## config.mk

```make
export PLATFORM = sky130hd
export DESIGN_NAME = router_1xn_top
export DESIGN_NICKNAME = d
export VERILOG_FILES = /design/src/rtl/router_pkg.sv /design/src/rtl/router_fifo_n.sv /design/src/rtl/router_1xn_top.sv
export SDC_FILE = /design/constraint.sdc
export NUM_CORES = 1
export LEC_CHECK = 0
export ABC_AREA = 1
export ABC_CLOCK_PERIOD_IN_PS = 3300
export CORE_UTILIZATION = 30
export DETAILED_ROUTE_END_ITERATION = 12
export HOLD_SLACK_MARGIN = 0.02
export MAX_ROUTING_LAYER = met4
export REMOVE_ABC_BUFFERS = 1
export SLEW_MARGIN = 5
export SYNTH_ARGS = -nofsm -noshare
export SYNTH_HDL_FRONTEND = slang
export SYNTH_SLANG_ARGS = --single-unit
```

## constraint.sdc

```tcl
create_clock -name clock -period 3.3 [get_ports clock]
set_clock_uncertainty 0.05 [all_clocks]
set_input_delay 0.33 -clock clock [delete_from_list [all_inputs] [get_ports clock]]
set_output_delay 0.33 -clock clock [all_outputs]
set_load 0.005 [all_outputs]
```

## src/rtl/router_pkg.sv

```systemverilog
// Shared FSM state encoding and header decode for the 1-to-N packet router.
package router_pkg;

  typedef logic [2:0] state_t;

  localparam state_t IDLE  = 3'd0;
  localparam state_t WAIT  = 3'd1;
  localparam state_t LOAD  = 3'd2;
  localparam state_t CHECK = 3'd3;
  localparam state_t DROP  = 3'd4;

  // Port address lives in the low addr_w bits of the header (addr_w <= 4).
  function automatic logic [3:0] hdr_addr(input logic [3:0] hdr_lo, input int unsigned addr_w);
    logic [3:0] mask;
    mask = 4'((32'd1 << addr_w) - 32'd1);
    return hdr_lo & mask;
  endfunction

endpackage

```

## src/rtl/router_fifo_n.sv

```systemverilog
// Per-port synchronous FIFO with registered read data and a flush used for timeout recovery.
module router_fifo_n #(
  parameter int unsigned DATA_W     = 8,
  parameter int unsigned FIFO_DEPTH = 16
) (
  input  logic              clock,
  input  logic              reset,
  input  logic              write_enb,
  input  logic              flush,
  input  logic              read_enb,
  input  logic [DATA_W-1:0] data_in,
  output logic [DATA_W-1:0] data_out,
  output logic              empty,
  output logic              full
);

  localparam int unsigned PTR_W = $clog2(FIFO_DEPTH);

  logic [PTR_W:0]    wr_ptr_q, rd_ptr_q;
  logic [DATA_W-1:0] mem [FIFO_DEPTH];
  logic              do_wr, do_rd;

  // Extra wrap bit tells full from empty when the index bits match.
  assign empty = (wr_ptr_q == rd_ptr_q);
  assign full  = (wr_ptr_q[PTR_W] != rd_ptr_q[PTR_W]) &&
                 (wr_ptr_q[PTR_W-1:0] == rd_ptr_q[PTR_W-1:0]);

  assign do_wr = write_enb && !full && !flush;
  assign do_rd = read_enb && !empty;

  always_ff @(posedge clock or posedge reset) begin
    if (reset) begin
      wr_ptr_q <= '0;
      rd_ptr_q <= '0;
      data_out <= '0;
    end else if (flush) begin
      wr_ptr_q <= '0;
      rd_ptr_q <= '0;
    end else begin
      if (do_wr) wr_ptr_q <= wr_ptr_q + 1'b1;
      if (do_rd) begin
        rd_ptr_q <= rd_ptr_q + 1'b1;
        data_out <= mem[rd_ptr_q[PTR_W-1:0]];
      end
    end
  end

  always_ff @(posedge clock) begin
    if (do_wr) mem[wr_ptr_q[PTR_W-1:0]] <= data_in;
  end

endmodule

```

## src/rtl/router_1xn_top.sv

```systemverilog
// 1-to-N packet router: header steering, parity check, back-pressure and per-port timeout flush.
// Optional ROUTER_DROP_CNT_EN adds a saturating drop_count output.
module router_1xn_top
  import router_pkg::*;
#(
  parameter int unsigned DATA_W     = 8,
  parameter int unsigned NUM_PORTS  = 3,
  parameter int unsigned FIFO_DEPTH = 16,
  parameter int unsigned TIMEOUT    = 30
) (
  input  logic                          clock,
  input  logic                          reset,
  input  logic                          pkt_valid,
  input  logic [DATA_W-1:0]             data_in,
  output logic                          busy,
  output logic                          error,
  input  logic [NUM_PORTS-1:0]          read_enb,
  output logic [NUM_PORTS*DATA_W-1:0]   data_out,
  output logic [NUM_PORTS-1:0]          valid_out,
  output logic [NUM_PORTS-1:0]          soft_reset
`ifdef ROUTER_DROP_CNT_EN
  ,
  output logic [15:0]                   drop_count
`endif
);

  localparam int unsigned ADDR_W = (NUM_PORTS <= 2) ? 1 : $clog2(NUM_PORTS);
  localparam int unsigned PAD    = 1 << ADDR_W;
  localparam int unsigned CNT_W  = $clog2(TIMEOUT + 1);

  state_t                state_q, state_d;
  logic [ADDR_W-1:0]     addr_q, addr_d, hdr_a;
  logic [DATA_W-1:0]     parity_q, parity_d;
  logic                  error_q, error_d;
  logic [NUM_PORTS-1:0]  full, empty, flush, wr_port;
  logic [PAD-1:0]        full_pad, flush_pad;
  logic                  hdr_ok, wr_en, drop_enter;

  assign hdr_a  = ADDR_W'(hdr_addr(data_in[3:0], ADDR_W));
  assign hdr_ok = (32'(hdr_a) < NUM_PORTS);

  // Padded views so any address value indexes safely.
  always_comb begin
    full_pad                   = '0;
    flush_pad                  = '0;
    full_pad[NUM_PORTS-1:0]    = full;
    flush_pad[NUM_PORTS-1:0]   = flush;
  end

  always_comb begin
    busy = 1'b0;
    case (state_q)
      WAIT:    busy = 1'b1;
      LOAD:    busy = full_pad[addr_q];
      CHECK:   busy = 1'b1;
      default: busy = 1'b0;
    endcase
  end

  always_comb begin
    state_d    = state_q;
    addr_d     = addr_q;
    parity_d   = parity_q;
    error_d    = error_q;
    wr_en      = 1'b0;
    drop_enter = 1'b0;
    case (state_q)
      IDLE: begin
        if (pkt_valid) begin
          error_d = 1'b0;
          addr_d  = hdr_a;
          if (!hdr_ok || flush_pad[hdr_a]) begin
            state_d    = DROP;
            drop_enter = 1'b1;
          end else if (full_pad[hdr_a]) begin
            state_d = WAIT;
          end else begin
            wr_en    = 1'b1;
            parity_d = data_in;
            state_d  = LOAD;
          end
        end
      end
      WAIT: begin
        if (flush_pad[addr_q]) begin
          state_d    = DROP;
          drop_enter = 1'b1;
        end else if (!full_pad[addr_q]) begin
          wr_en    = 1'b1;
          parity_d = data_in;
          state_d  = LOAD;
        end
      end
      LOAD: begin
        if (flush_pad[addr_q]) begin
          // A parity byte accepted on the flush edge ends the packet outright.
          if (!full_pad[addr_q] && !pkt_valid) begin
            state_d = IDLE;
          end else begin
            state_d    = DROP;
            drop_enter = 1'b1;
          end
        end else if (!full_pad[addr_q]) begin
          wr_en    = 1'b1;
          parity_d = parity_q ^ data_in;
          if (!pkt_valid) state_d = CHECK;
        end
      end
      CHECK: begin
        // Parity byte was folded in, so a clean packet leaves zero.
        error_d = |parity_q;
        state_d = IDLE;
      end
      DROP: begin
        if (!pkt_valid) state_d = IDLE;
      end
      default: state_d = IDLE;
    endcase
  end

  always_ff @(posedge clock or posedge reset) begin
    if (reset) begin
      state_q  <= IDLE;
      addr_q   <= '0;
      parity_q <= '0;
      error_q  <= 1'b0;
    end else begin
      state_q  <= state_d;
      addr_q   <= addr_d;
      parity_q <= parity_d;
      error_q  <= error_d;
    end
  end

  assign error      = error_q;
  assign valid_out  = ~empty;
  assign soft_reset = flush;

  for (genvar i = 0; i < NUM_PORTS; i++) begin : g_port
    logic [CNT_W-1:0] cnt_q;

    assign wr_port[i] = wr_en && (32'(addr_d) == i);
    assign flush[i]   = (cnt_q == CNT_W'(TIMEOUT - 1)) && !empty[i] && !read_enb[i];

    always_ff @(posedge clock or posedge reset) begin
      if (reset) begin
        cnt_q <= '0;
      end else if (flush[i] || read_enb[i] || empty[i]) begin
        cnt_q <= '0;
      end else begin
        cnt_q <= cnt_q + 1'b1;
      end
    end

    router_fifo_n #(
      .DATA_W     (DATA_W),
      .FIFO_DEPTH (FIFO_DEPTH)
    ) u_fifo (
      .clock     (clock),
      .reset     (reset),
      .write_enb (wr_port[i]),
      .flush     (flush[i]),
      .read_enb  (read_enb[i]),
      .data_in   (data_in),
      .data_out  (data_out[i*DATA_W +: DATA_W]),
      .empty     (empty[i]),
      .full      (full[i])
    );
  end

`ifdef ROUTER_DROP_CNT_EN
  always_ff @(posedge clock or posedge reset) begin
    if (reset) begin
      drop_count <= '0;
    end else if (drop_enter && (drop_count != 16'hFFFF)) begin
      drop_count <= drop_count + 16'd1;
    end
  end
`else
  logic unused_drop_enter;
  assign unused_drop_enter = drop_enter;
`endif

endmodule

```

**After elaboration in Yosys (flattened, before gate mapping)**

Memories as Yosys holds them, arrays and structs flattened. A register that Yosys moved wholly into a read port is not among the register bits.
Index checks and enable logic that the tools add are counted.
W data, S select, Z words.

- $add $sub $neg: 9
- Magnitude comparators: 3
- Eq/ne operators: 29
- Muxes and demuxes: 59
- Bitwise gates (word level): 5
- Reduce and logical (&&, ||, !) cells: 63

Operator list:

| operator | number |
|---|---|
| $mux W5 | 15 |
| $mux W8 | 7 |
| $add A5 B1 Y5 const B | 9 |
| $mux W3 | 9 |
| $pmux W8 S3 | 1 |
| $logic_and A1 B1 Y1 | 22 |
| $mux W1 | 16 |
| $ne A2 B2 Y1 const B | 8 |
| $eq A5 B5 Y1 | 3 |
| $eq A5 B5 Y1 const B | 3 |
| $logic_not A1 Y1 | 15 |
| $reduce_bool A2 Y1 | 7 |
| $eq A4 B4 Y1 | 3 |
| $pmux W3 S4 | 1 |
| $ne A3 B3 Y1 const B | 3 |
| $bmux W1 S2 | 4 |
| $reduce_and A2 Y1 | 4 |
| $reduce_and A8 Y1 | 1 |
| $reduce_or A8 Y1 | 1 |
| $xor A8 B8 Y8 | 1 |
| $logic_or A1 B1 Y1 | 7 |
| $eq A3 B2 Y1 const B | 2 |
| $lt A2 B3 Y1 const B | 2 |
| $mux W2 | 3 |
| other kinds (14) | 21 |

- Bits in registers: 59
- RAM bits: 384
- Bits of input ports: 14
- Output and inout bits: 32
- Memories: 3

Memory list:

| name | depth | width | read ports | clocked after memory_dff | wr ports | RTL line | source |
|---|---|---|---|---|---|---|---|
| g_port[0].u_fifo.mem | 16 | 8 | 1 | 1 | 1 | router_fifo_n.sv:20 | `logic [DATA_W-1:0] mem [FIFO_DEPTH];` |
| g_port[1].u_fifo.mem | 16 | 8 | 1 | 1 | 1 | router_fifo_n.sv:20 |  |
| g_port[2].u_fifo.mem | 16 | 8 | 1 | 1 | 1 | router_fifo_n.sv:20 |  |

**Logic depth before layout (Yosys ltp)**

- Depth after elaboration: 15
- Gate-level depth with buffers: 16
- Depth with buffers taken out: 14

**By module**

Synthesis repeated with hierarchy kept, for this count alone.

- Cell total of the unflattened synthesis: 2,390
- Area, all modules: 22,105.0 um^2

Modules (own cells, without submodules):

| module | times used | cells each | area an instance (um^2) | seq. area each (um^2) |
|---|---|---|---|---|
| router_fifo_n at g_port[2].u_fifo | 1 | 714 | 6,781.5 | 4,294.1 |
| router_fifo_n at g_port[0].u_fifo | 1 | 717 | 6,761.5 | 4,294.1 |
| router_fifo_n at g_port[1].u_fifo | 1 | 717 | 6,730.2 | 4,294.1 |
| router_1xn_top | 1 | 242 | 1,831.8 | 725.7 |

**Worst setup path before layout**

OpenSTA, ideal clock, no wires.

- Path kind: register to register
- From: register g_port[2].u_fifo.rd_ptr_q[0]
- To: memory g_port[0].u_fifo.mem[4][0], enable pin
- Arrival time: 2,259 ps
- Slack: 608 ps
- Stages on the path, launching flop included: 15
- Path buffers: 2
- Period minus slack after synthesis: 2,692 ps
- Cells stage by stage: dfrtp_1 buf_2 xor2_1 nor2_2 nand3_2 nand2_2 inv_2 nand2_4 nand2_4 nand2_4 nand3_2 nand2_4 nand2_4 buf_6 nor3_1

- Word-level cells in the longest chain between the ends: 15

RTL lines:

| item | RTL line | source |
|---|---|---|
| start, declared | router_fifo_n.sv:19 | `logic [PTR_W:0] wr_ptr_q, rd_ptr_q;` |
| start signal, assigned | router_fifo_n.sv:42 | `rd_ptr_q <= rd_ptr_q + 1'b1;` |
| $eq A5 B5 Y1 | router_fifo_n.sv:24 | `assign empty = (wr_ptr_q == rd_ptr_q);` |
| $logic_not A1 Y1 | router_1xn_top.sv:143 | `assign flush[i] = (cnt_q == CNT_W'(TIMEOUT - 1)) && !empty[i] && !read_enb[i];` |
| $logic_and A1 B1 Y1 (2 in series) | router_1xn_top.sv:143 |  |
| $bmux W1 S2 | router_1xn_top.sv:72 | `if (!hdr_ok \|\| flush_pad[hdr_a]) begin` |
| $mux W1 (not written as such) | router_1xn_top.sv:72 |  |
| $logic_or A1 B1 Y1 | router_1xn_top.sv:72 |  |
| $mux W1 | router_1xn_top.sv:72 |  |
| $mux W1 | router_1xn_top.sv:69 | `if (pkt_valid) begin` |
| $pmux W1 S2 * | router_1xn_top.sv:67 | `case (state_q)` |
| $logic_and A1 B1 Y1 * | router_1xn_top.sv:142 | `assign wr_port[i] = wr_en && (32'(addr_d) == i);` |
| $logic_and A1 B1 Y1 * (2 in series) | router_fifo_n.sv:28 | `assign do_wr = write_enb && !full && !flush;` |
| $mux W1 * | router_fifo_n.sv:49 | `if (do_wr) mem[wr_ptr_q[PTR_W-1:0]] <= data_in;` |
| $mux W1 (not written as such) * | router_fifo_n.sv:49 |  |
| end, declared | router_fifo_n.sv:20 |  |

Every way passes the cells marked *; elsewhere a longest branch is shown, timed or not. The select of a mux whose other input is x is not followed.

**Worst setup path after layout**

- From: register g_port[0].u_fifo.wr_ptr_q[3]
- To: output port busy

- Word-level cells in the longest chain between the ends: 5

RTL lines:

| item | RTL line | source |
|---|---|---|
| start, declared | router_fifo_n.sv:19 |  |
| start signal, assigned | router_fifo_n.sv:40 | `if (do_wr) wr_ptr_q <= wr_ptr_q + 1'b1;` |
| $eq A4 B4 Y1 | router_fifo_n.sv:26 | `(wr_ptr_q[PTR_W-1:0] == rd_ptr_q[PTR_W-1:0]);` |
| $logic_and A1 B1 Y1 | router_fifo_n.sv:25 | `assign full = (wr_ptr_q[PTR_W] != rd_ptr_q[PTR_W]) &&` |
| $bmux W1 S2 | router_1xn_top.sv:54 | `LOAD: busy = full_pad[addr_q];` |
| $mux W1 (not written as such) | router_1xn_top.sv:54 |  |
| $pmux W1 S2 | router_1xn_top.sv:52 | `case (state_q)` |
| end, declared | router_1xn_top.sv:15 | `output logic busy,` |

Every way passes these cells. The select of a mux whose other input is x is not followed.

==> out/results.txt <==
Final Hold Fails - 0
Clock Tree Buf Depth - 3
Crit-path max FO - 6
Final period util - 94.4%
Vias per cell - 5.05
Cell variety after synth - 40
Final setup fails - 0
Layout Nets - 1741
Static Leak - 8.07 nW
Slowest-stage cell, CP - clkdlybuf4s50_1
Relative slew slack - 36.2%
Core area - 64600 um2
HP Class - primary input to async pin
Number of synthesis warnings - 0
Avg Cell Area, Syn - 12.1 um2
Setup Crit Path Kind - register to output pin
Arr. time, crit path - 2740 ps
Reg area - 13600 um2
Crit path launch type - register
Number of DRC markers in iteration 0 - 1305
Most area-hungry cell type in the Yosys netlist - edfxtp_1
CTS tree - yes
Outcome - complete, no violations
Num rows - 93
Ys async rst share - 17.8%
Fillcell total - 6227
Vias post-DR - 13100
Antenna violation net count after detailed routing - 0
Gpl congestion - 0.856
Synth area leaders - edfxtp_1, dfrtp_1, o21ai_0, nor2_1, nand2_1
Setup Buffers After CTS - 0
Layout area overhead - 16.4%
Die H - 258 um
Starting Density - 30.4%
Root Driver - clkbuf_16
Max Slew Vio Count - 0
Worst vdd ir - 370 uV
Register bit total from synthesis - 467
Crit path time final - 3120 ps
Worst R2R Setup Slack - 440 ps
Seq/Total Area, Yosys - 69.3%
Post-synth EDFFs - 384
RSZ-0062 raised after global routing - no
Commonest non-fill, non-tap cells in the layout - edfxtp_1, nor2_1, o21ai_0
Setup_tns - 0 ps
Synth top area share - 58.7%
Total wire length - 49900 um
H-tree depth - 2
First-pass GRT wire length - 77500 um
Achievable clock frequency - 321 MHz
Max-cap viol count - 0
Slowest stage delay, CP - 540 ps
Pwr Density - 833 nW/um2
Area after DPL - 21300 um2
Top cell by count, worst path - nand2_1
Detailed placement HPWL - 32300 um
Skew-Pair Late Insertion Delay - 590 ps
Cell area after synthesis - 19600 um2
Clock transition at path regs - 70 ps
Commonest non-fill, non-tap cell in the layout - edfxtp_1
Number of global-route vias before repair - 13300
Remaining Overflow, GRT - 0
Largest net degree at the start of global routing - 69
Syn Inst Count - 1627
Post-Layout Inst Area - 22900 um2
First-pass DRT Iterations - 7
DIE AREA - 66500 um2
IO Port Bufs - 45
Slew @ Worst Pin - 957 ps
Die Wd - 258 um
Total global-route track usage - 15.5%
Footprint of the multi-input gates - 5270 um2
N_diodes - 0
Io pins - 46
Residual DRC count - 0
Cts bufs inserted - 48
Share of cells above drive strength 1 - 12.0%
Routed wire per std cell - 19.2 um
Crit path cell chain - inv_1 -> nand2_1 -> a21oi_2 -> nand3_2 -> nand2_1 -> nand3_1 -> nand2_1 -> inv_1 -> o22ai_2 -> clkdlybuf4s50_1
CP required - 2920 ps
Critical Path End Type - output pin
R2R cell count - 12
Clock sinks - 467
Antenna violations before repair - 1
Synth Flop Type - edfxtp_1
-- synthesized netlist by cell type, types with 2 or more instances --
cell type  instances
edfxtp_1         384
o221ai_1          33
a221oi_1          17
nor2_1           256
a41oi_1            7
o21ai_0          210
nand3_1           59
buf_4              9
nand3_4            2
o21ai_2            2
buf_6              8
xor2_1            29
nand3_2            5
nor2_2             7
xnor2_1            7
nand2_4            9
ha_1              21
nor3_1            48
nand4_1           19
clkinv_1           2
o21ai_1            8
nand2_2            4
dfrtp_1           83
o22ai_1           67
nand2_1          127
inv_2              9
buf_2              5
o211ai_1          16
a21oi_1           19
inv_1             75
clkbuf_1          71
-- path summary, 6_finish.rpt --
check / start / to
worst max-delay path: g_port[0].u_fifo.wr_ptr_q[3] / busy
worst min-delay path: reset / g_port[2].u_fifo.data_out[3]
worst max register to register: g_port[0].u_fifo.wr_ptr_q[3] / g_port[1].u_fifo.mem[1][1]
worst min register to register: g_port[1].cnt_q[0] / g_port[1].cnt_q[0]
max in group asynchronous: reset / g_port[1].u_fifo.rd_ptr_q[0]
min in group clock: data_in[0] / addr_q[0]
-- routing by layer --
layer  global-route usage [%]  share of wire (%)  up-vias
met2                     25.5                 49      451
met1                     19.2                 42     6511
li1                         -                  -     6079
met4                     5.51                2.8        0
met3                     2.52                5.9       92
met5                        -                  0        -
-- layout make-up --
cell class	count	share of cell area [%]
sequential	467	59.6
clock buffer	64	5.78
tap	855	4.68
timing repair buffer	122	4.43
inverter	86	1.42
multi-input combinational	981	23.0
clock inverter	25	1.06
-- state kept, by name, summed over array words and instances (netlist names) --
signal / cells
error: 1
g_port.u_fifo.data_out: 24
g_port.u_fifo.wr_ptr_q: 15
g_port.u_fifo.rd_ptr_q: 15
parity_q: 8
addr_q: 2
g_port.u_fifo.mem: 384
state_q: 3
g_port.cnt_q: 15
-- worst max-delay path: cells and delay by family, from the launching register on --
family                 cells  cell delay (ps)
and+or+nand+nor            5              530
AOI/OAI and AO/OA          2              390
buffers and inverters      3              800
DFF                        1              430
-- what timing repair did --
action	CTS	global route
setup endpoints to repair	0	1
hold buffers	0	0
hold endpoints to repair	0	0
gates resized for setup	0	3
-- metrics by stage --
| stage | util, % | hold slack, ps | cells | total power, mW | setup slack [ps] |
|---|---|---|---|---|---|
| after floorplan | - | 379 | 1534 | 11.2 | -1010 |
| after global placement | 32.9 | 426 | 2511 | 13.7 | 473 |
| after detailed placement | 32.9 | 442 | 2511 | 13.8 | 415 |
| after CTS | 35.4 | 162 | 2600 | 19.1 | 59.4 |
| after global routing | 35.4 | 197 | 2600 | 20.1 | 63.1 |
| final | 35.4 | 137 | 2600 | 19.0 | 183 |
-- power breakdown --
part	switching [mW]	internal, mW
registers	0.440	6.99
clock network	2.25	3.13
logic	4.23	2.01
total	6.92	12.1
-- cell families after synthesis --
logic type | Yosys count | synth area share (%)
and+or+nand+nor | 541 | 12.2
AOI/OAI and AO/OA | 383 | 11.6
adders and majority gates | 21 | 1.34
buffers and inverters | 179 | 3.93
xor gates and xnor gates | 36 | 1.61
DFF | 467 | 69.3
Note: power is estimated with default switching activity, not from simulation.
